==> config.mk <==
export PLATFORM = sky130hd
export DESIGN_NAME = cdb_arbiter
export DESIGN_NICKNAME = d
export VERILOG_FILES = /design/src/rtl/cdb_pkg.sv /design/src/rtl/cdb_src_fifo.sv /design/src/rtl/cdb_arbiter.sv
export SDC_FILE = /design/constraint.sdc
export NUM_CORES = 1
export LEC_CHECK = 0
export BUFFER_PORTS_ARGS = -buffer_cell sky130_fd_sc_hd__buf_2
export CAP_MARGIN = 0
export CELL_PAD_IN_SITES_DETAIL_PLACEMENT = 0
export CELL_PAD_IN_SITES_GLOBAL_PLACEMENT = 1
export CORE_MARGIN = 2
export CORE_UTILIZATION = 40
export DETAILED_ROUTE_END_ITERATION = 6
export PLACE_DENSITY = 0.68
export SLEW_MARGIN = 20
export SYNTH_ARGS = -nofsm -noshare
export SYNTH_HDL_FRONTEND = slang
export SYNTH_SLANG_ARGS = --single-unit
export TNS_END_PERCENT = 1
==> constraint.sdc <==
create_clock -name clk -period 8.2 [get_ports clk]
set_input_delay 1.64 -clock clk [delete_from_list [all_inputs] [get_ports clk]]
set_output_delay 1.64 -clock clk [all_outputs]
set_load 0.02 [all_outputs]
==> src/rtl/cdb_pkg.sv <==
// Shared CDB word format: constants and the tag/value packer.
// Latency: n/a (package only).
// Backpressure: n/a.
package cdb_pkg;

    localparam int CDB_W   = 64;
    localparam int TAG_W   = 16;
    localparam int VAL_W   = 32;
    localparam int TAG_LSB = 48;

    // One queued result as held in a source FIFO: {tag, value}.
    localparam int ENT_W   = TAG_W + VAL_W;

    // Word layout: [63:48]=tag, [47:32]=zero, [31:0]=value.
    function automatic logic [CDB_W-1:0] pack_cdb(input logic [TAG_W-1:0] tag,
                                                  input logic [VAL_W-1:0] value);
        return {tag, {(TAG_LSB - VAL_W){1'b0}}, value};
    endfunction

endpackage

==> src/rtl/cdb_src_fifo.sv <==
// Per-source result FIFO, DEPTH x W, synchronous flush on rst.
// Latency: a pushed entry is visible on o_dat/!o_empty the cycle after the push edge.
// Backpressure: o_full is driven from the count alone; a same-cycle pop does not clear it.
//
// Ports: clk/rst       clock, synchronous active-high flush
//        i_push/i_dat  write request and data (ignored when full)
//        i_pop         read request (ignored when empty)
//        o_dat         head entry
//        o_full/o_empty occupancy flags
module cdb_src_fifo #(
    parameter int DEPTH = 2,
    parameter int W     = 48
) (
    input  logic         clk,
    input  logic         rst,
    input  logic         i_push,
    input  logic [W-1:0] i_dat,
    input  logic         i_pop,
    output logic [W-1:0] o_dat,
    output logic         o_full,
    output logic         o_empty
);

    localparam int PW = (DEPTH > 1) ? $clog2(DEPTH) : 1;
    localparam int CW = $clog2(DEPTH + 1);

    logic [W-1:0]  r_mem [DEPTH];
    logic [PW-1:0] r_wptr;
    logic [PW-1:0] r_rptr;
    logic [CW-1:0] r_cnt;
    logic          w_push;
    logic          w_pop;

    function automatic logic [PW-1:0] ptr_inc(input logic [PW-1:0] p);
        return (p == PW'(DEPTH - 1)) ? '0 : p + 1'b1;
    endfunction

    assign o_full  = (r_cnt == CW'(DEPTH));
    assign o_empty = (r_cnt == '0);
    assign w_push  = i_push & ~o_full;
    assign w_pop   = i_pop & ~o_empty;
    assign o_dat   = r_mem[r_rptr];

    always_ff @(posedge clk) begin
        if (rst) begin
            r_wptr <= '0;
            r_rptr <= '0;
            r_cnt  <= '0;
        end else begin
            if (w_push) r_wptr <= ptr_inc(r_wptr);
            if (w_pop)  r_rptr <= ptr_inc(r_rptr);
            case ({w_push, w_pop})
                2'b10:   r_cnt <= r_cnt + 1'b1;
                2'b01:   r_cnt <= r_cnt - 1'b1;
                default: r_cnt <= r_cnt;
            endcase
        end
    end

    // Storage needs no reset: the pointers/count define what is valid.
    always_ff @(posedge clk) begin
        if (w_push) r_mem[r_wptr] <= i_dat;
    end

endmodule

==> src/rtl/cdb_arbiter.sv <==
// Gathers FU results into per-source FIFOs and issues up to two per cycle onto the dual CDB.
// Latency: accepted at edge t -> earliest write/write2 pulse registered at edge t+1.
// Backpressure: src_ready[i] = FIFO i not full; each bus pulses at most every other cycle.
//
// Ports: clk, rst                     clock, synchronous active-high reset
//        src_valid/src_tag/src_value  per-source result handshake (packed, source i at slice i)
//        src_ready                    per-source FIFO not full
//        data/write                   bus-0 word and one-cycle write pulse
//        data2/write2                 bus-1 word and one-cycle write pulse
//        bcast_count                  running count of pulses on both buses
module cdb_arbiter
    import cdb_pkg::*;
#(
    parameter int N_SRC      = 4,
    parameter int FIFO_DEPTH = 2
) (
    input  logic                   clk,
    input  logic                   rst,
    input  logic [N_SRC-1:0]       src_valid,
    input  logic [TAG_W*N_SRC-1:0] src_tag,
    input  logic [VAL_W*N_SRC-1:0] src_value,
    output logic [N_SRC-1:0]       src_ready,
    output logic [CDB_W-1:0]       data,
    output logic                   write,
    output logic [CDB_W-1:0]       data2,
    output logic                   write2,
    output logic [31:0]            bcast_count
);

    localparam int IW = $clog2(N_SRC);

    logic [IW-1:0]    r_rr;
    logic [N_SRC-1:0] w_full;
    logic [N_SRC-1:0] w_empty;
    logic [N_SRC-1:0] w_pop;
    logic [ENT_W-1:0] w_head [N_SRC];

    logic             w_first_vld;
    logic [IW-1:0]    w_first_idx;
    logic             w_second_vld;
    logic [IW-1:0]    w_second_idx;
    logic             w_g0_vld;
    logic [IW-1:0]    w_g0_idx;
    logic             w_g1_vld;
    logic [IW-1:0]    w_g1_idx;
    logic [IW-1:0]    w_rr_nxt;

    // (base + off) mod N_SRC for off < N_SRC; N_SRC need not be a power of 2.
    function automatic logic [IW-1:0] wrap_add(input logic [IW-1:0] base, input int off);
        int s;
        s = int'(base) + off;
        if (s >= N_SRC) s = s - N_SRC;
        return IW'(s);
    endfunction

    for (genvar i = 0; i < N_SRC; i++) begin : g_src
        cdb_src_fifo #(
            .DEPTH (FIFO_DEPTH),
            .W     (ENT_W)
        ) u_fifo (
            .clk     (clk),
            .rst     (rst),
            .i_push  (src_valid[i]),
            .i_dat   ({src_tag[TAG_W*i +: TAG_W], src_value[VAL_W*i +: VAL_W]}),
            .i_pop   (w_pop[i]),
            .o_dat   (w_head[i]),
            .o_full  (w_full[i]),
            .o_empty (w_empty[i])
        );
    end

    assign src_ready = ~w_full;

    // Find the first two non-empty FIFOs in round-robin order from r_rr.
    always_comb begin
        w_first_vld  = 1'b0;
        w_first_idx  = '0;
        w_second_vld = 1'b0;
        w_second_idx = '0;
        for (int k = 0; k < N_SRC; k++) begin
            logic [IW-1:0] cand;
            cand = wrap_add(r_rr, k);
            if (!w_empty[cand]) begin
                if (!w_first_vld) begin
                    w_first_vld = 1'b1;
                    w_first_idx = cand;
                end else if (!w_second_vld) begin
                    w_second_vld = 1'b1;
                    w_second_idx = cand;
                end
            end
        end
    end

    // A bus is armed only when its write is low now, so every broadcast
    // is a fresh rising edge at the cdb. When bus 0 is busy, bus 1 gets
    // first pick rather than the second candidate.
    always_comb begin
        w_g0_vld = 1'b0;
        w_g0_idx = '0;
        w_g1_vld = 1'b0;
        w_g1_idx = '0;
        w_pop    = '0;
        if (!write) begin
            w_g0_vld = w_first_vld;
            w_g0_idx = w_first_idx;
            if (!write2) begin
                w_g1_vld = w_second_vld;
                w_g1_idx = w_second_idx;
            end
        end else if (!write2) begin
            w_g1_vld = w_first_vld;
            w_g1_idx = w_first_idx;
        end
        if (w_g0_vld) w_pop[w_g0_idx] = 1'b1;
        if (w_g1_vld) w_pop[w_g1_idx] = 1'b1;
    end

    // Pointer resumes just past the most recent grant (bus 1's when both fire).
    always_comb begin
        w_rr_nxt = r_rr;
        if (w_g1_vld)      w_rr_nxt = wrap_add(w_g1_idx, 1);
        else if (w_g0_vld) w_rr_nxt = wrap_add(w_g0_idx, 1);
    end

    always_ff @(posedge clk) begin
        if (rst) begin
            r_rr        <= '0;
            data        <= '0;
            data2       <= '0;
            write       <= 1'b0;
            write2      <= 1'b0;
            bcast_count <= '0;
        end else begin
            r_rr   <= w_rr_nxt;
            write  <= w_g0_vld;
            write2 <= w_g1_vld;
            if (w_g0_vld) data  <= pack_cdb(w_head[w_g0_idx][ENT_W-1:VAL_W], w_head[w_g0_idx][VAL_W-1:0]);
            if (w_g1_vld) data2 <= pack_cdb(w_head[w_g1_idx][ENT_W-1:VAL_W], w_head[w_g1_idx][VAL_W-1:0]);
            bcast_count <= bcast_count + 32'(w_g0_vld) + 32'(w_g1_vld);
        end
    end

endmodule

==> impl_results.rst <==
.. list-table::
   :header-rows: 1

   * - Metric
     - Value
   * - Total instance count after detailed placement
     - 2716
   * - Library cells used by synthesis
     - 67
   * - Initial Util
     - 0.404
   * - Switching fraction of total power
     - 0.421
   * - Remaining DRCs
     - 0
   * - Final net count
     - 2226
   * - Cell Count, Final, Fillers Out
     - 2830
   * - Drt first pass iters
     - 4
   * - Top_reg_cell synth
     - sky130_fd_sc_hd__edfxtp_1
   * - Width of the die
     - around 240 µm
   * - Setup violators final
     - 0
   * - Final hold slack
     - 496 ps
   * - Result of the run
     - finished clean
   * - H-tree levels
     - 2
   * - Total grt overflow
     - 0
   * - Actual slew at the worst max-slew pin
     - 1050 ps
   * - Maximum fanout along the worst path
     - 83
   * - Pin count of the biggest net entering global routing
     - 84
   * - Sw power
     - 5.25 mW
   * - Critical path, cell by cell
     - or3b_2 > a31o_2 > ha_1 > or2_2 > a31oi_1 > o21ai_0 > a32oi_4 > buf_4 > nand2_1 > a21oi_1 > ha_1 > or3_1 > a21oi_1
   * - Startpoint type of the worst setup path
     - flip-flop
   * - Synth Warn #
     - 0
   * - Setup repair after global routing missed its margin
     - no
   * - R2r setup slk
     - around 3300 ps
   * - Peak Freq
     - ~0.2 GHz
   * - Setup CP Type
     - reg2reg
   * - Static Leak
     - 10.1 nW
   * - Crit-path max cell delay
     - 820 ps
   * - Residual antenna-violating net count after detailed routing
     - 0
   * - Internal power consumption
     - 7.22 mW
   * - Share of the yosys chip area belonging to registers
     - 0.642
   * - Avg Inst Size Synth
     - 13.2 µm²
   * - Post-detailed-placement half-perimeter wirelength
     - between 40000 and 50000 µm
   * - Logic pwr share
     - 0.483
   * - Clock slew at reported path FFs
     - around 60 ps
   * - Number of clock sinks seen by CTS
     - 536
   * - Post-synthesis instance total
     - 1719
   * - Die Area
     - 58700 µm²
   * - Routed wire per std cell
     - 23.7 µm
   * - Slowest library cell on the worst path
     - sky130_fd_sc_hd__buf_4
   * - Number of buffers added for setup after CTS
     - 0
   * - Relative contribution of sequential cells to total power
     - 0.305
   * - Accumulated negative setup slack
     - 0 ps
   * - Share of the clock period used by the worst path
     - 0.603
   * - Number of port buffers
     - 331
   * - Die Ht
     - 242 µm
   * - Cell area after technology mapping
     - ~23000 µm²
   * - Number of synthesized flops with an enable pin
     - approximately 380
   * - CTS tree
     - done
   * - Hold bufs inserted after CTS
     - 0
   * - Number of global-route vias before repair
     - 15100
   * - Largest area contributor in the netlist
     - sky130_fd_sc_hd__edfxtp_1
   * - Final hold violation count
     - 0
   * - Kind of end point of the critical path
     - flip-flop
   * - Drt first-iter violations
     - about 840
   * - Max Cap Viol
     - 0
   * - IO Count
     - about 360
   * - Worst slew margin
     - 0.301
   * - Path category of the worst min-delay check
     - reg2reg
   * - Cell chosen for the clock root
     - sky130_fd_sc_hd__clkbuf_16
   * - Clk network pwr share
     - 0.212
   * - Maximum clock skew at final layout
     - 26.0 ps
   * - PostCTS Resize Cnt
     - 0
   * - Wirelength, routed
     - 67100 µm
   * - Number of buffers created by CTS
     - 57
   * - Vias per cell
     - 5.30
   * - Power density normalized to cell area
     - about 460 nW/µm²
   * - Synthesized flop and latch total
     - between 500 and 600
   * - Global-route wire length before repair
     - 96500 µm
   * - Clk_lat worst skew
     - 620 ps
   * - Number of antenna violations at the first check in global routing
     - 10
   * - Utilization of the core after routing
     - 0.478
   * - Top-area cell type share of the netlist area
     - 0.508
   * - Site Rows
     - 87
   * - Post-synthesis async set-or-reset flop share
     - 0
   * - Placer's final routability congestion estimate
     - a little under 0.9
   * - Aggregate global-route resource usage
     - 0.223
   * - Cells taking the most area after synthesis
     - sky130_fd_sc_hd__edfxtp_1 (51%), sky130_fd_sc_hd__dfxtp_1 (13%), sky130_fd_sc_hd__mux2i_1 (9.9%)
   * - Fin crit period
     - 4940 ps
   * - CTS max path bufs
     - 3
   * - WP data required
     - 8720 ps
   * - Area growth, synth to finish
     - 18.4%
   * - Share of cells above drive strength 1
     - 0.264
   * - Number of max-slew violations in the final report
     - 0
   * - Vias
     - 15000
   * - Arrival time of the worst setup path
     - 5460 ps
   * - Largest voltage drop on the vdd net
     - 0.524 mV
   * - Core Area
     - ~56000 µm²
Yosys cell counts (all sizes together), types with 11 or more instances:
master and count:
nand2 74, a311oi 18, a31oi 21, nand3 20, xnor2 14, and3 11, or2 31, o211ai 18
xor2 25, o22a 11, edfxtp 384, nor2 166, or3 18, a21oi 38, dfxtp 152, a2bb2oi 13
a211oi 74, mux2 51, clkbuf 80, o22ai 21, mux2i 224, o21ai 39, buf 68, nor3 37
logic make-up (layout without fill, tap and decap cells):
kind of cell,after synthesis,count (layout),synth area share
adders and majority gates,8,8,0.00474
DFF,536,536,0.642
xor gates and xnor gates,39,39,0.0150
and+or+nand+nor,389,389,0.0785
AOI/OAI and AO/OA,315,315,0.0998
other,1,38,0.000165
buffers and inverters,155,473,0.0351
muxes,276,276,0.125
path summary, 6_finish.rpt:
kind | start | endpoint | cells past startpoint
worst max register to register | r_rr[1]$_SDFFE_PP0P_ | g_src[2].u_fifo.r_cnt[1]$_SDFFE_PP0P_ | 13
worst max-delay path | r_rr[1]$_SDFFE_PP0P_ | g_src[2].u_fifo.r_cnt[1]$_SDFFE_PP0P_ | 13
worst min-delay path | data2[60]$_SDFFE_PP0N_ | data2[60]$_SDFFE_PP0N_ | 2
worst min register to register | data2[60]$_SDFFE_PP0N_ | data2[60]$_SDFFE_PP0N_ | 2
power by group through the flow:
stage | registers (mW) | logic (mW) | clock network, mW
after floorplan | 3.93 | 4.21 | 0
after detailed placement | 3.86 | 5.96 | 0
final | 3.80 | 6.03 | 2.64
after global placement | 3.84 | 5.91 | 0
after global routing | 3.85 | 6.52 | 2.81
after CTS | 3.80 | 5.99 | 2.70
registers in the layout, indices dropped and copies added, names as in the netlist, named ones only:
signal	flops
data	48
g_src.u_fifo.r_cnt	8
g_src.u_fifo.r_wptr	4
r_rr	2
write2	1
g_src.u_fifo.r_rptr	4
write	1
bcast_count	32
data2	48
g_src.u_fifo.r_mem	384
stage by stage:
| step | setup slack (ps) | power [mW] | area [µm²] |
|---|---|---|---|
| 2_1_floorplan | 3990 | 8.14 | 22800 |
| 3_3_place_gp | 3460 | 9.75 | 24900 |
| 3_5_place_dp | 3350 | 9.81 | 24900 |
| 4_1_cts | 3320 | 12.5 | 26900 |
| 5_1_grt | 2820 | 13.2 | 26900 |
| 6_report | 3260 | 12.5 | 26900 |
layout make-up:
type | count | area [µm²]
Tap cell | 756 | 946
Fill cell | 5158 | 29400
Antenna cell | 6 | 15.0
Clock buffer | 74 | 1520
Multi-Input combinational cell | 1059 | 7530
Inverter | 7 | 26.3
Clock inverter | 33 | 395
Sequential cell | 536 | 14600
Timing Repair Buffer | 359 | 1890
layer usage:
metal	track usage	routed length (µm)	vias up
li1	-	-	7086
met1	0.236	24200	7358
met2	0.414	36000	424
met3	0.0575	4050	128
met4	0.0973	2900	8
met5	0	50	-
layout by cell type, fill, tap and decap left out, types with 25 or more instances in the layout:
cell,n
sky130_fd_sc_hd__clkbuf_16,57
sky130_fd_sc_hd__nor3_1,36
sky130_fd_sc_hd__mux2_2,51
sky130_fd_sc_hd__mux2i_1,224
sky130_fd_sc_hd__a211oi_1,74
sky130_fd_sc_hd__xor2_1,25
sky130_fd_sc_hd__o21ai_0,36
sky130_fd_sc_hd__a21oi_1,37
sky130_fd_sc_hd__dfxtp_1,148
sky130_fd_sc_hd__nor2_1,159
sky130_fd_sc_hd__nand2_1,73
sky130_fd_sc_hd__buf_4,28
sky130_fd_sc_hd__buf_2,330
sky130_fd_sc_hd__conb_1,32
sky130_fd_sc_hd__edfxtp_1,384
worst max-delay path, delay by kind of cell (launching register included):
| kind | cells | cell delay (ps) |
|---|---|---|
| adders and majority gates | 2 | 500 |
| AOI/OAI and AO/OA | 6 | 1320 |
| DFF | 1 | 750 |
| buffers and inverters | 1 | 820 |
| and+or+nand+nor | 4 | 1410 |
Power figures use the tool's default switching activity.
